<file path="src/rtl/keypad_pkg.sv">
// Shared types and constants for the keypad encoder.
// Latency: n/a (package only).
// Backpressure: n/a (package only).
//
// Contents: FSM state enum, default parameter values, and the key map
// indexed by {row, col} plus a lookup helper.
package keypad_pkg;

    typedef enum logic [1:0] {
        SCAN     = 2'd0,
        DEBOUNCE = 2'd1,
        PRESSED  = 2'd2,
        RELEASE  = 2'd3
    } keypad_state_t;

    localparam int SCAN_DIV_DEF        = 4;
    localparam int DEBOUNCE_CYCLES_DEF = 16;
    localparam int REPEAT_CYCLES_DEF   = 64;

    // Nibble i holds the code for index i = {row, col}, i.e. row*4 + col.
    //   r0: 1 2 3 A   r1: 4 5 6 B   r2: 7 8 9 C   r3: E 0 F D
    localparam logic [63:0] KEY_MAP = 64'hDF0E_C987_B654_A321;

    function automatic logic [3:0] key_lookup(input logic [1:0] row, input logic [1:0] col);
        return KEY_MAP[{row, col, 2'b00} +: 4];
    endfunction

endpackage

</file>
<file path="src/rtl/keypad_encoder_if.sv">
// Key output bus from the keypad encoder to the calculator input parser.
// Latency: n/a (wires only).
// Backpressure: none; the consumer must take every key_valid strobe.
//
// key_code  : code of the last accepted key, held until the next accept
// key_valid : one-cycle strobe, key_code valid in the same cycle
// key_held  : high while the accepted key is still down
interface keypad_encoder_if;

    logic [3:0] key_code;
    logic       key_valid;
    logic       key_held;

    modport master (output key_code, key_valid, key_held);
    modport slave  (input  key_code, key_valid, key_held);

endinterface

</file>
<file path="src/rtl/keypad_encoder_sync_2ff.sv">
// Two-flop synchroniser for asynchronous level inputs, width-parameterised.
// Latency: 2 clk cycles from d to q.
// Backpressure: none.
//
// Ports: clk, rst (sync, active-high, loads RST_VAL), d (async in), q (synchronised out).
module sync_2ff #(
    parameter int               WIDTH   = 1,
    parameter logic [WIDTH-1:0] RST_VAL = '0
) (
    input  logic             clk,
    input  logic             rst,
    input  logic [WIDTH-1:0] d,
    output logic [WIDTH-1:0] q
);

    logic [WIDTH-1:0] meta;

    always_ff @(posedge clk) begin
        if (rst) begin
            meta <= RST_VAL;
            q    <= RST_VAL;
        end else begin
            meta <= d;
            q    <= meta;
        end
    end

endmodule

</file>
<file path="src/rtl/keypad_encoder.sv">
// 4x4 matrix keypad scanner: column scan, press/release debounce, key code + strobe.
// Latency: press-to-strobe at most 2 + 4*SCAN_DIV + DEBOUNCE_CYCLES + 1 cycles.
// Backpressure: none; key_valid is a fire-and-forget one-cycle strobe.
//
// Ports: clk, rst (sync, active-high), row_n[3:0] (async, active-low rows),
//        col_n[3:0] (registered one-cold column drive), key (keypad_encoder_if.master).
// Build option: define KEYPAD_AUTOREPEAT_EN to re-strobe a held key
//               (first after 4*REPEAT_CYCLES, then every REPEAT_CYCLES).
module keypad_encoder
    import keypad_pkg::*;
#(
    parameter int SCAN_DIV        = SCAN_DIV_DEF,
    parameter int DEBOUNCE_CYCLES = DEBOUNCE_CYCLES_DEF,
    parameter int REPEAT_CYCLES   = REPEAT_CYCLES_DEF
) (
    input  logic             clk,
    input  logic             rst,
    input  logic [3:0]       row_n,
    output logic [3:0]       col_n,
    keypad_encoder_if.master key
);

    if (SCAN_DIV < 4 || DEBOUNCE_CYCLES < 2 || REPEAT_CYCLES < 1) begin : g_bad_param
        $error("keypad_encoder: parameter below its minimum");
    end

    localparam int DIV_W = $clog2(SCAN_DIV);
    localparam int DEB_W = $clog2(DEBOUNCE_CYCLES + 1);
    localparam logic [DIV_W-1:0] DIV_LAST = DIV_W'(SCAN_DIV - 1);
    localparam logic [DEB_W-1:0] DEB_DONE = DEB_W'(DEBOUNCE_CYCLES);

    keypad_state_t    state, state_nxt;
    logic [3:0]       row_s;
    logic [1:0]       col, col_nxt, cap_row, low_row;
    logic [DIV_W-1:0] div;
    logic [DEB_W-1:0] cnt, cnt_inc;
    logic             any_low, cap_low, scan_hit;
    logic             accept, col_adv, held, rep_fire;
    logic [3:0]       key_code_q;
    logic             key_valid_q;

    sync_2ff #(.WIDTH(4), .RST_VAL(4'hF)) u_row_sync (
        .clk (clk),
        .rst (rst),
        .d   (row_n),
        .q   (row_s)
    );

    // Lowest-index active row wins when several keys share the column.
    always_comb begin
        low_row = 2'd3;
        if      (!row_s[0]) low_row = 2'd0;
        else if (!row_s[1]) low_row = 2'd1;
        else if (!row_s[2]) low_row = 2'd2;
    end

    assign any_low  = ~&row_s;
    assign cap_low  = ~row_s[cap_row];
    assign scan_hit = (state == SCAN) && (div == DIV_LAST);
    assign cnt_inc  = (cnt == DEB_DONE) ? cnt : cnt + 1'b1;

    // State register
    always_ff @(posedge clk) begin
        if (rst) state <= SCAN;
        else     state <= state_nxt;
    end

    // Next-state logic
    always_comb begin
        state_nxt = state;
        case (state)
            SCAN:     if (scan_hit && any_low) state_nxt = DEBOUNCE;
            DEBOUNCE: if (!cap_low)                  state_nxt = SCAN;
                      else if (cnt_inc == DEB_DONE)  state_nxt = PRESSED;
            PRESSED:  if (!cap_low) state_nxt = RELEASE;
            RELEASE:  if (!cap_low && cnt_inc == DEB_DONE) state_nxt = SCAN;
            default:  state_nxt = SCAN;
        endcase
    end

    // Output / control decode
    always_comb begin
        held    = (state == PRESSED) || (state == RELEASE);
        accept  = (state == DEBOUNCE) && (state_nxt == PRESSED);
        // Move on after an empty column, an aborted debounce, or a finished release.
        col_adv = (scan_hit && !any_low) || ((state != SCAN) && (state_nxt == SCAN));
        col_nxt = col_adv ? col + 2'd1 : col;
    end

    always_ff @(posedge clk) begin
        if (rst) begin
            div         <= '0;
            cnt         <= '0;
            col         <= 2'd0;
            col_n       <= 4'b1110;
            cap_row     <= 2'd0;
            key_code_q  <= 4'h0;
            key_valid_q <= 1'b0;
        end else begin
            div   <= (state == SCAN && div != DIV_LAST) ? div + 1'b1 : '0;
            col   <= col_nxt;
            col_n <= ~(4'b0001 << col_nxt);
            if (scan_hit && any_low) cap_row <= low_row;
            // DEBOUNCE counts consecutive lows, RELEASE consecutive highs.
            case (state)
                DEBOUNCE: cnt <= cap_low ? cnt_inc : '0;
                RELEASE:  cnt <= cap_low ? '0 : cnt_inc;
                default:  cnt <= '0;
            endcase
            if (accept) key_code_q <= key_lookup(cap_row, col);
            key_valid_q <= accept | rep_fire;
        end
    end

`ifdef KEYPAD_AUTOREPEAT_EN
    localparam int REP_W = $clog2(4 * REPEAT_CYCLES + 1);
    localparam logic [REP_W-1:0] REP_FIRST = REP_W'(4 * REPEAT_CYCLES - 1);
    localparam logic [REP_W-1:0] REP_NEXT  = REP_W'(REPEAT_CYCLES - 1);

    logic [REP_W-1:0] rep_cnt;
    logic             rep_first;

    // The strobe register adds one cycle, so fire one count early.
    assign rep_fire = held && cap_low && (rep_cnt == (rep_first ? REP_FIRST : REP_NEXT));

    always_ff @(posedge clk) begin
        if (rst) begin
            rep_cnt   <= '0;
            rep_first <= 1'b1;
        end else begin
            if (accept)        rep_first <= 1'b1;
            else if (rep_fire) rep_first <= 1'b0;
            if (!held || !cap_low || rep_fire) rep_cnt <= '0;
            else if (rep_cnt != REP_FIRST)     rep_cnt <= rep_cnt + 1'b1;
        end
    end
`else
    assign rep_fire = 1'b0;
`endif

    assign key.key_code  = key_code_q;
    assign key.key_valid = key_valid_q;
    assign key.key_held  = held;

endmodule

</file>
<file path="src/flat_wrapper.sv">
// flat-port wrapper written by rule: the top's interface ports become plain ports
module keypad_encoder_flat import keypad_pkg::*;
#(
    parameter int SCAN_DIV        = SCAN_DIV_DEF,
    parameter int DEBOUNCE_CYCLES = DEBOUNCE_CYCLES_DEF,
    parameter int REPEAT_CYCLES   = REPEAT_CYCLES_DEF
)
  (clk, rst, row_n, col_n, key_key_code, key_key_valid, key_key_held);
  keypad_encoder_if key_i ();
  input  logic clk;
  input  logic rst;
  input  logic [3:0] row_n;
  output logic [3:0] col_n;
  output wire logic [$bits(key_i.key_code)-1:0] key_key_code;
  output wire logic [$bits(key_i.key_valid)-1:0] key_key_valid;
  output wire logic [$bits(key_i.key_held)-1:0] key_key_held;
  assign key_key_code = key_i.key_code;
  assign key_key_valid = key_i.key_valid;
  assign key_key_held = key_i.key_held;
  keypad_encoder #(.SCAN_DIV(SCAN_DIV), .DEBOUNCE_CYCLES(DEBOUNCE_CYCLES), .REPEAT_CYCLES(REPEAT_CYCLES)) u_core (.clk(clk), .rst(rst), .row_n(row_n), .col_n(col_n), .key(key_i));
endmodule
</file>
<file path="config.mk">
export PLATFORM = sky130hd
export DESIGN_NAME = keypad_encoder_flat
export DESIGN_NICKNAME = d
export VERILOG_FILES = /design/src/rtl/keypad_pkg.sv /design/src/rtl/keypad_encoder_if.sv /design/src/rtl/keypad_encoder_sync_2ff.sv /design/src/rtl/keypad_encoder.sv /design/src/flat_wrapper.sv
export SDC_FILE = /design/constraint.sdc
export NUM_CORES = 1
export LEC_CHECK = 0
export CAP_MARGIN = 20
export CORE_UTILIZATION = 50
export CTS_CLUSTER_DIAMETER = 150
export CTS_CLUSTER_SIZE = 40
export DETAILED_ROUTE_END_ITERATION = 7
export GPL_TIMING_DRIVEN = 0
export PLACE_DENSITY = 0.72
export SLEW_MARGIN = 10
export SYNTH_ARGS = -nofsm -noshare
export SYNTH_HDL_FRONTEND = slang
export SYNTH_HIERARCHICAL = 1
export SYNTH_SLANG_ARGS = --single-unit
export TNS_END_PERCENT = 30
</file>
<file path="constraint.sdc">
create_clock -name clk -period 2.25 [get_ports clk]
set_clock_uncertainty 0.05 [all_clocks]
set_input_delay 0.5625 -clock clk [delete_from_list [all_inputs] [get_ports clk]]
set_output_delay 0.5625 -clock clk [all_outputs]
set_load 0.1 [all_outputs]
</file>
==> impl_metrics.env <==
export IMPL_status="finished with violations"
export IMPL_violations="design-rule violations"
export IMPL_cap_violations=0
export IMPL_end_kind="flip-flop"
export IMPL_rows=19
export IMPL_core_area_um2=2850
export IMPL_totalWireLength_um=2860
export IMPL_avgSynthCellArea_um2=10.1
export IMPL_setup_viol=0
export IMPL_hpwl_um=2120
export IMPL_clock_sinks=30
export IMPL_synthArstFlopShare_pct=0
export IMPL_dieHeight_um=57.6
export IMPL_pin_count=16
export IMPL_design_area_um2=1810
export IMPL_final_common_cell="dfxtp_1"
export IMPL_power_internal_mw=0.752
export IMPL_synth_cell_type_count=55
export IMPL_drive_gt1_share_pct=18.1
export IMPL_p_sw_share_pct=27.0
export IMPL_p_sw_mw=0.278
export IMPL_synth_edff_count=0
export IMPL_grt_start_max_net_pins=11
export IMPL_post_cts_buffers=0
export IMPL_nets=190
export IMPL_port_buffers=15
export IMPL_combPwrFrac_pct=12.4
export IMPL_seqPwrFrac_pct=54.4
export IMPL_postSynthCellCount=154
export IMPL_hp_class="flip-flop to flip-flop"
export IMPL_total_leakage_power_nw=0.660
export IMPL_finalCritPeriodShare_pct=97.8
export IMPL_drv_slew=0
export IMPL_n_antenna_cell=0
export IMPL_rsz0062_at_grt="true"
export IMPL_crit_type="flip-flop to flip-flop"
export IMPL_detail_route_antenna_nets=0
export IMPL_synthToLayoutAreaGrowth_pct=17.2
export IMPL_yosys_warnings=6
export IMPL_instances_no_fill=208
export IMPL_overflow=0
export IMPL_via_count=1191
export IMPL_critPathLaunchType="flip-flop"
export IMPL_required_ns=2.43
export IMPL_synth_area_um2=1550
export IMPL_crit_arrival_ns=2.38
export IMPL_cts_tree="yes"
export IMPL_p_per_area_nw_per_um2=568
export IMPL_clk_path_buf_depth=2
export IMPL_fin_ws_ns=0.0492
export IMPL_clkLatencyLatePin_ns=0.33
export IMPL_fmax_ghz=0.454
export IMPL_dp_cells=200
export IMPL_dpl_instance_area_um2=1740
export IMPL_cts_buffers=5
export IMPL_worstMarginPinSlew_ns=0.954
export IMPL_drc=1
export IMPL_htreeDepth=2
export IMPL_path_clk_slew_ns=0.11
export IMPL_root_buffer="clkbuf_4"
export IMPL_pre_cts_slack_ns=-0.0870
export IMPL_start_util_pct=54.3
export IMPL_grt_pass1_vias=1115
export IMPL_critPathMaxFanout=8
export IMPL_synth_seq_cells=30
export IMPL_via_per_inst=5.73
export IMPL_synth_top_flop_cell="dfxtp_1"
export IMPL_gp_congestion=0.740
export IMPL_period_needed_ns=2.20
export IMPL_max_slew_margin_rel_pct=36.7
export IMPL_syn_nets=168
export IMPL_drt_iter0_markers=56
export IMPL_track_usage_pct=19.3
export IMPL_die_area_um2=3320
export IMPL_ys_seq_area_share_pct=38.8
export IMPL_pwr_share_clk_pct=33.2
export IMPL_grt_pass1_wl_um=4870
export IMPL_drt_wirelength_per_cell_um=13.7
export IMPL_finalHoldViolCount=0
export IMPL_final_cell_mix="dfxtp_1 (28), nor2_1 (10), dlygate4sd2_1 (9), nor3_1 (9), or2_1 (9)"
export IMPL_die_w_um=57.6
export IMPL_peakVddDrop_v=0.000395
export IMPL_first_pass_iters=6
export IMPL_grt_antenna_before_repair=0
## per-stage QoR
step / power, mW / hold slack [ns] / util, % / TNS (ns)
6_report: 1.03 / 0.354 / 63.6 / 0
5_1_grt: 1.08 / 0.392 / 63.6 / -0.00396
4_1_cts: 1.04 / 0.361 / 62.8 / 0
3_5_place_dp: 0.703 / 0.341 / 60.9 / -0.137
3_3_place_gp: 0.698 / 0.337 / 60.9 / -0.0720
2_1_floorplan: 0.668 / 0.333 / - / 0
## worst max-delay path, cell delays in order (launching register included)
cell and delay [ns]:
dfxtp_2 0.41, inv_2 0.08, ha_1 0.22, nand3b_1 0.17
nor4b_4 0.41, o41ai_4 0.19, or4_1 0.42, a21o_1 0.16
## cell families (layout without fill, tap and decap cells)
group	count (synthesis)	after routing	share of synthesized area [%]
XOR/XNOR	4	4	2.26
AND/OR/NAND/NOR	59	59	24.8
adder cells (fa/ha/maj)	8	8	6.47
AO/OA/AOI/OAI	34	34	18.8
multiplexers	4	4	4.28
buffers and inverters	15	38	4.53
flip-flops	30	30	38.8
## layer usage
metal  vias up  GRT usage (%)  share of wire, %
met5         -              0                 0
met4         0           8.36               1.2
met3         4           4.69               4.0
met2        25           31.2                47
met1       560           24.7                48
li1        602              -                 -
## synth_stat cells, types with 2 or more instances
| cell type | count | area share, % |
|---|---|---|
| a2111oi_0 | 3 | 1.7 |
| a21oi_1 | 8 | 2.6 |
| a221oi_1 | 3 | 1.7 |
| a22oi_1 | 2 | 0.97 |
| and2_1 | 2 | 0.81 |
| buf_2 | 2 | 0.65 |
| clkbuf_1 | 4 | 0.97 |
| dfxtp_1 | 30 | 39 |
| ha_1 | 8 | 6.5 |
| inv_1 | 5 | 1.2 |
| inv_2 | 2 | 0.49 |
| nand2_1 | 5 | 1.2 |
| nand2b_1 | 2 | 0.81 |
| nand3_1 | 2 | 0.65 |
| nand3b_1 | 2 | 0.97 |
| nor2_1 | 10 | 2.4 |
| nor2b_1 | 3 | 1.2 |
| nor3_1 | 9 | 2.9 |
| nor3b_1 | 2 | 0.97 |
| nor4_1 | 2 | 0.81 |
| o21ai_0 | 3 | 0.97 |
| o21ai_1 | 2 | 0.65 |
| or2_1 | 9 | 3.6 |
| xnor2_1 | 2 | 1.1 |
| xor2_1 | 2 | 1.1 |
## what timing repair did
item | 4_1_cts | 5_1_grt
hold buffers | 0 | 0
setup endpoints to repair | 10 | 6
gates resized for setup | 12 | 6
## power by group through the flow
| stage | sequential (mW) | clock, mW | combinational, mW |
|---|---|---|---|
| 4_1_cts | 0.561 | 0.351 | 0.128 |
| 3_3_place_gp | 0.572 | 0 | 0.126 |
| 2_1_floorplan | 0.596 | 0 | 0.0725 |
| 6_report | 0.561 | 0.342 | 0.128 |
| 5_1_grt | 0.563 | 0.379 | 0.140 |
| 3_5_place_dp | 0.573 | 0 | 0.130 |
## worst paths after layout
path | from | endpoint | slack [ns] | cells after the start
worst min-delay path | u_core/u_row_sync/meta[2] | u_core/u_row_sync/q[2] | 0.35 | 1
worst max register to register | u_core/cnt[0] | u_core/col_n[1] | 0.05 | 7
worst min register to register | u_core/u_row_sync/meta[2] | u_core/u_row_sync/q[2] | 0.35 | 1
worst max-delay path | u_core/cnt[0] | u_core/col_n[1] | 0.05 | 7
## area by class of cell
| cell class | count | area [um2] |
|---|---|---|
| Clock buffer | 6 | 51.3 |
| Tap cell | 31 | 38.8 |
| Inverter | 7 | 26.3 |
| Buffer | 8 | 43.8 |
| Sequential cell | 30 | 603 |
| Clock inverter | 2 | 12.5 |
| Timing Repair Buffer | 15 | 140 |
| Multi-Input combinational cell | 109 | 898 |
| Fill cell | 248 | 1040 |
## flip-flops by register name, summed over array words and instances (netlist names)
name / cells
u_core/div: 2
u_core/col_n: 4
u_core/cap_row: 2
u_core/cnt: 5
u_core/u_row_sync/q: 4
u_core/key.key_valid: 1
u_core/state: 2
u_core/col: 2
u_core/u_row_sync/meta: 4
u_core/key.key_code: 4
No activity file was read; power rests on OpenSTA's default activity.
